File: src/rtl/request_unit_pkg.sv
// Shared types for the request unit: FSM state encoding.
package request_unit_pkg;
  typedef enum logic [1:0] {
    FETCH  = 2'd0,
    DATA   = 2'd1,
    HALTED = 2'd2
  } rq_state_t;
endpackage

File: src/rtl/sat_counter.sv
// Up-counter that sticks at all-ones instead of wrapping; freeze blocks counting.
module sat_counter #(
  parameter int W = 32
) (
  input  logic         CLK,
  input  logic         nRST,
  input  logic         inc,
  input  logic         freeze,
  output logic [W-1:0] cnt
);
  localparam logic [W-1:0] ONE = {{(W-1){1'b0}}, 1'b1};

  always_ff @(posedge CLK or negedge nRST) begin
    if (!nRST) begin
      cnt <= '0;
    end else if (inc && !freeze && (cnt != {W{1'b1}})) begin
      cnt <= cnt + ONE;
    end
  end
endmodule

File: src/rtl/request_unit.sv
// Sequences icache/dcache requests for the single-cycle datapath, gates PC advance,
// and keeps saturating retired-instruction and stall counters.
module request_unit
  import request_unit_pkg::*;
#(
  parameter int CNT_W  = 32,
  parameter int WORD_W = 32
) (
  input  logic              CLK,
  input  logic              nRST,
  input  logic              iREN,
  input  logic              dREN,
  input  logic              dWEN,
  input  logic              halt,
  input  logic              ihit,
  input  logic              dhit,
  input  logic [WORD_W-1:0] imemload,
  output logic [WORD_W-1:0] instr_out,
  output logic              imemREN,
  output logic              dmemREN,
  output logic              dmemWEN,
  output logic              pc_en,
  output logic              halt_out,
  output logic [CNT_W-1:0]  instr_count,
  output logic [CNT_W-1:0]  stall_count,
  output rq_state_t         state_dbg
);
  rq_state_t         state;
  logic [WORD_W-1:0] instr_q;
  logic              mem_op;
  logic              stall_inc;

  assign mem_op = dREN | dWEN;

  // Handshake: a strobe (imemREN/dmemREN/dmemWEN) is held until its hit arrives;
  // the cycle the hit is seen completes the access and retires the instruction.
  always_ff @(posedge CLK or negedge nRST) begin
    if (!nRST) begin
      state    <= FETCH;
      dmemREN  <= 1'b0;
      dmemWEN  <= 1'b0;
      halt_out <= 1'b0;
      instr_q  <= '0;
    end else begin
      case (state)
        FETCH: begin
          if (ihit) begin
            if (halt) begin
              state    <= HALTED;
              halt_out <= 1'b1;
            end else if (mem_op) begin
              instr_q <= imemload;
              dmemWEN <= dWEN;
              dmemREN <= dREN & ~dWEN;
              state   <= DATA;
            end
          end
        end
        DATA: begin
          if (dhit) begin
            dmemREN <= 1'b0;
            dmemWEN <= 1'b0;
            state   <= FETCH;
          end
        end
        HALTED: begin
          dmemREN  <= 1'b0;
          dmemWEN  <= 1'b0;
          halt_out <= 1'b1;
        end
        default: state <= FETCH;
      endcase
    end
  end

  assign imemREN   = (state == FETCH) & iREN;
  assign instr_out = (state == DATA) ? instr_q : imemload;
  // Gated by nRST so an access aborted by reset can never advance the PC.
  assign pc_en     = nRST & (((state == FETCH) & ihit & ~halt & ~mem_op) |
                             ((state == DATA) & dhit));
  assign stall_inc = ((state == FETCH) & ~ihit) | ((state == DATA) & ~dhit);
  assign state_dbg = state;

  sat_counter #(.W(CNT_W)) u_instr_cnt (
    .CLK    (CLK),
    .nRST   (nRST),
    .inc    (pc_en),
    .freeze (state == HALTED),
    .cnt    (instr_count)
  );

  sat_counter #(.W(CNT_W)) u_stall_cnt (
    .CLK    (CLK),
    .nRST   (nRST),
    .inc    (stall_inc),
    .freeze (state == HALTED),
    .cnt    (stall_count)
  );
endmodule
File: config.mk
export PLATFORM = sky130hd
export DESIGN_NAME = request_unit
export DESIGN_NICKNAME = d
export VERILOG_FILES = /design/src/rtl/request_unit_pkg.sv /design/src/rtl/sat_counter.sv /design/src/rtl/request_unit.sv
export SDC_FILE = /design/constraint.sdc
export NUM_CORES = 1
export LEC_CHECK = 0
export CORE_UTILIZATION = 45
export DETAILED_ROUTE_END_ITERATION = 8
export PLACE_DENSITY = 0.76
export SLEW_MARGIN = 10
export SYNTH_ARGS = -nofsm -noshare
export SYNTH_HDL_FRONTEND = slang
export SYNTH_SLANG_ARGS = --single-unit
File: constraint.sdc
create_clock -name CLK -period 5.7 [get_ports CLK]
set_input_delay 1.14 -clock CLK [delete_from_list [all_inputs] [get_ports CLK]]
set_output_delay 1.14 -clock CLK [all_outputs]
set_load 0.02 [all_outputs]
---- Yosys cells after proc, flatten, opt, wreduce, memory -nomap -nowiden ----
Cells that the tools add are included.
W data, S select, Z words.
storage, ports and cells
  flip-flop bits (word level) ............. 101
  word-level logic and storage cells ...... 67
operators by class
  add/subtract/negate cells ............... 2
  equal/unequal tests ..................... 10
  multiplexer cells ....................... 18
  bitwise gates (word level) .............. 18
  reductions and logical operators ........ 12
operator list
  kind                     count
  $add A32 B1 Y32 const B  2
  $ne A32 B32 Y1 const B   2
  $mux W32                 1
  $ne A2 B2 Y1 const B     5
  $and A1 B1 Y1            9
  $mux W1                  9
  $mux W2                  4
  $reduce_and A4 Y1        2
  $not A1 Y1               6
  $pmux W1 S3              2
  $pmux W2 S3              1
  $reduce_and A5 Y1        1
  $logic_and A1 B1 Y1      4
  $ne A3 B3 Y1 const B     1
  $or A1 B1 Y1             3
  $reduce_and A3 Y1        1
  $reduce_bool A3 Y1       1
  $eq A2 B1 Y1 const B     1
  $eq A2 B2 Y1 const B     1
  $logic_not A2 Y1         1
  $pmux W1 S2              1
  $reduce_bool A2 Y1       1
  $logic_not A1 Y1         1

---- Longest topological paths before layout ----
  depth in word-level cells ............... 8
  mapped depth ............................ 9
  gate-level depth less buffers ........... 7

---- Cells and area by module ----
Synthesis repeated with hierarchy kept, for this count alone.
unflattened totals
  cell total of the unflattened synthesis .. 425
  area, all modules ....................... 5230.0 sq um
by module, submodules not included
  module        instances  cells an instance  area an instance (sq um)  sequential area each (sq um)
  sat_counter   2          142                1560.2                    800.8
  request_unit  1          141                2109.5                    925.9

---- Worst setup path before layout ----
OpenSTA, ideal clock, no wires.
  path kind ............................... input port to output port
  from .................................... input halt
  to ...................................... output pc_en
  arrival time ............................ 1863 ps
  data required time ...................... 4560 ps
  path slack .............................. 2697 ps
  cell stages on the path ................. 3
  path buffers ............................ 0
  cells stage by stage .................... nand3b_1 o31ai_1 and2_1
between the ends
  cells in the longest elaborated chain, start to end .. 5
ends and longest elaborated chain
  item                         RTL line            source
  from (decl)                  request_unit.sv:14  input logic halt,
  $not A1 Y1 (no line)         -
  $and A1 B1 Y1 (2 in series)  request_unit.sv:79  assign pc_en = nRST & (((state == FETCH) & ihit & ~halt & ~mem_op) |
  $or A1 B1 Y1                 request_unit.sv:79
  $and A1 B1 Y1                request_unit.sv:79
  to (decl)                    request_unit.sv:22  output logic pc_en,
Every way passes these cells.

---- Worst setup path after layout ----
Same ends and word-level chain as after synthesis.

==> results.md <==
- Total Routed Length: between 10000 and 15000 microns
- Cts repair resizes: 0
- Hold/Removal Path Class: reg2reg
- Register bit total from synthesis: about 100
- Final Skew: slightly below 0.01 ns
- Synth warnings: 0
- Most used flip-flop cell after synthesis: dfrtp_1
- Pwr dens: 365.2 nW/um^2
- First-pass DRT Iterations: 4
- Fin crit period: roughly 4.2 ns
- EDFF count, synth: 0
- Synth area leaders: dfrtp_1 51%, mux2_2 15%, xnor2_1 7.9%
- Clock latency on the worst-skew pair: about 0.35 ns
- Critical Path RT: 4.56 ns
- Port Buf Inserts: between 100 and 150
- # hold bufs at CTS: 0
- Slowest Stage Delay on Critical Path: about 0.60 ns
- # rows: 38
- DRC errors left: 0
- CTS tree: yes
- Max Buffers Root-to-Sink: 2
- Syn nets: approximately 470
- Top Metal Used: met4
- Wire per inst: roughly 16 microns
- Delay-heaviest family, CP: buffers and inverters
- Initial Util: roughly 46%
- Mapped Cells: roughly 420
- Post-synth ARST share: 100.0%
- Via Count: between 3k and 4k
- Crit path buffers/inverters: 2
- Arr. time, crit path: a little over 3 ns
- Gpl congestion: between 0.8 and 0.9
- Fillers: a little under 900
- Hold WS: roughly 0.49 ns
- Die area: roughly 11000 sq um
- Root buf cell: clkbuf_8
- CP max FO: 5
- VDD IR max: roughly 0.00018 V
- Total track usage: approximately 20%
- Initial antenna violation count: 0
- Layout Nets: between 600 and 700
- Die height: 107.2 microns
- GRT overflow: 0
- Vias in the first global route: between 3k and 4k
- Final Setup Violations: 0
- Syn_area_per_cell: between 10 and 15 sq um
- Antenna Cells: 0
- Area Growth Syn to Fin: 34.83%
- Final setup TNS: 0 ns
- DIE WIDTH: roughly 110 microns
- Crit path cell chain: clkdlybuf4s50_1 -> nand3b_1 -> o31ai_1 -> and2_1 -> clkdlybuf4s50_1
- Measured slew at the worst slew-check pin: about 1.1 ns
- Clock transition at path regs: approximately 0.08 ns
- Sequential area share after synthesis: between 50% and 60%
- 1st-iter DRT viols: between 200 and 250
- Met3 wire len: 673 microns
- CTS H-Tree Depth: 3
- Cell Area, Synth: 4979 sq um
- Tot Pwr: between 2 and 2.5 mW
- Global-route wire length before repair: roughly 18000 microns
- Final worst path period share: 73.11%
- Hold Vio Cnt, Final: 0
- RSZ-0062 raised after global routing: false
- Max_slew headroom: between 20% and 30%
- Status: finished clean
- Slowest CP cell: clkdlybuf4s50_1
- Fmax: about 240 MHz
- Fin. max-slew vios: 0
- Startpoint types: primary input
- Crit path top cell by count: clkdlybuf4s50_1
- Max-cap violations: 0
- Post-DR vias/cell: 5.353
- Synth area leader: dfrtp_1
- TritonCTS Buffers: 9
- Post-synth top area share: approximately half
- Commonest cells in the netlist: 101 x dfrtp_1, 65 x mux2_2, 45 x xnor2_1, 32 x nand4_1, 26 x nand2_1
- Setup Buffers After CTS: 0
- Hpwl dp: roughly 8100 microns
- Met2 routed WL: about 5300 microns
- Pin count of the biggest net entering global routing: 54
- M1 wire length: around 5000 microns
- Unique cell type count in the Yosys netlist: 44
- Layout cells sized above 1: between 15 and 20%
- Core area: approximately 11000 sq um
- Clock Sinks: 101
- Leak Pwr: between 2 and 3 nW
- CP Capture Type: primary output
- Io pins: 143
- Most numerous cell in the Yosys netlist: dfrtp_1
- Final antenna-violating net count: 0
- Crit path kind: in2out
## through the flow
step	area [sq um]	util, %	cells	setup slack (ns)
final	6713	62.20	711	1.533
after global routing	6713	62.20	711	1.392
after CTS	6713	62.20	711	1.515
after detailed placement	6535	60.55	695	1.523
after global placement	6535	60.55	695	1.526
after floorplan	4979	-	422	2.697
## metal layers
layer,GRT usage (%),vias up
li1,-,1817
met1,26.41,1855
met2,33.36,113
met3,3.891,21
met4,7.632,0
met5,0,-
## flip-flops by register name (all words and copies together), names as in the netlist
| name | flops |
|---|---|
| dmemREN | 1 |
| dmemWEN | 1 |
| halt_out | 1 |
| instr_q | 32 |
| state_dbg | 2 |
| u_instr_cnt.cnt | 32 |
| u_stall_cnt.cnt | 32 |
## power by group
| part | internal (mW) | switching (mW) |
|---|---|---|
| Clock | 0.171 | 0.243 |
| Sequential | 0.875 | 0.120 |
| Combinational | 0.548 | 0.493 |
| Total | 1.59 | 0.857 |
## cell families after synthesis
logic type | after synthesis | synth area share [%]
AO/OA/AOI/OAI | 21 | 4.147
XOR/XNOR | 61 | 10.73
flip-flops | 101 | 50.77
multiplexers | 65 | 14.70
adder cells (fa/ha/maj) | 6 | 1.508
AND/OR/NAND/NOR | 151 | 16.49
buffers and inverters | 17 | 1.659
## final timing paths
check | startpoint | end | slack (ns) | cells past startpoint
max | halt | pc_en | 1.53 | 5
min | dmemREN | dmemREN | 0.49 | 2
max reg2reg | state_dbg[1] | u_stall_cnt.cnt[4] | 2.97 | 8
min reg2reg | dmemREN | dmemREN | 0.49 | 2
max in group asynchronous | nRST | instr_q[23] | 3.80 | 2
min in group asynchronous | nRST | u_stall_cnt.cnt[19] | 0.79 | 1
## worst register-to-register path: stages (launching register included)
cell     delay (ns)
dfrtp_1        0.42
inv_1          0.11
ha_1           0.17
buf_4          0.38
nor2b_1        0.33
o21ba_2        0.28
o31a_1         0.55
nand4_1        0.21
xnor2_1        0.16
## layout by cell type (no fill, tap or decap), types with 2 or more instances in the layout
cell / netlist / layout
nor2b_1: 4 / 4
xor2_1: 16 / 16
inv_1: 6 / 6
or4_1: 2 / 2
and2_1: 3 / 3
ha_1: 6 / 6
clkinvlp_4: 0 / 3
xnor2_1: 45 / 45
nand2b_1: 3 / 3
nor2_1: 20 / 19
clkdlybuf4s50_1: 0 / 141
mux2_2: 65 / 65
buf_4: 1 / 3
and4_1: 5 / 5
nand3_1: 21 / 21
nor3_1: 6 / 6
and3_1: 13 / 13
nor4_1: 5 / 5
dfrtp_1: 101 / 101
o22a_1: 2 / 2
o21ai_0: 4 / 4
nand2_1: 26 / 26
nand4_1: 32 / 32
or3_1: 4 / 4
clkbuf_8: 0 / 10
or2_2: 3 / 3
## area by class of cell
cell class / instances / area (sq um) / share of cell area (%)
Timing Repair Buffer: 144 / 1434 / 21.36
Tap cell: 140 / 175.2 / 2.610
Inverter: 6 / 22.52 / 0.3355
Clock inverter: 5 / 36.28 / 0.5405
Clock buffer: 11 / 141.4 / 2.106
Sequential cell: 101 / 2527 / 37.65
Multi-Input combinational cell: 304 / 2376 / 35.40
(Power assumes the default switching activity.)
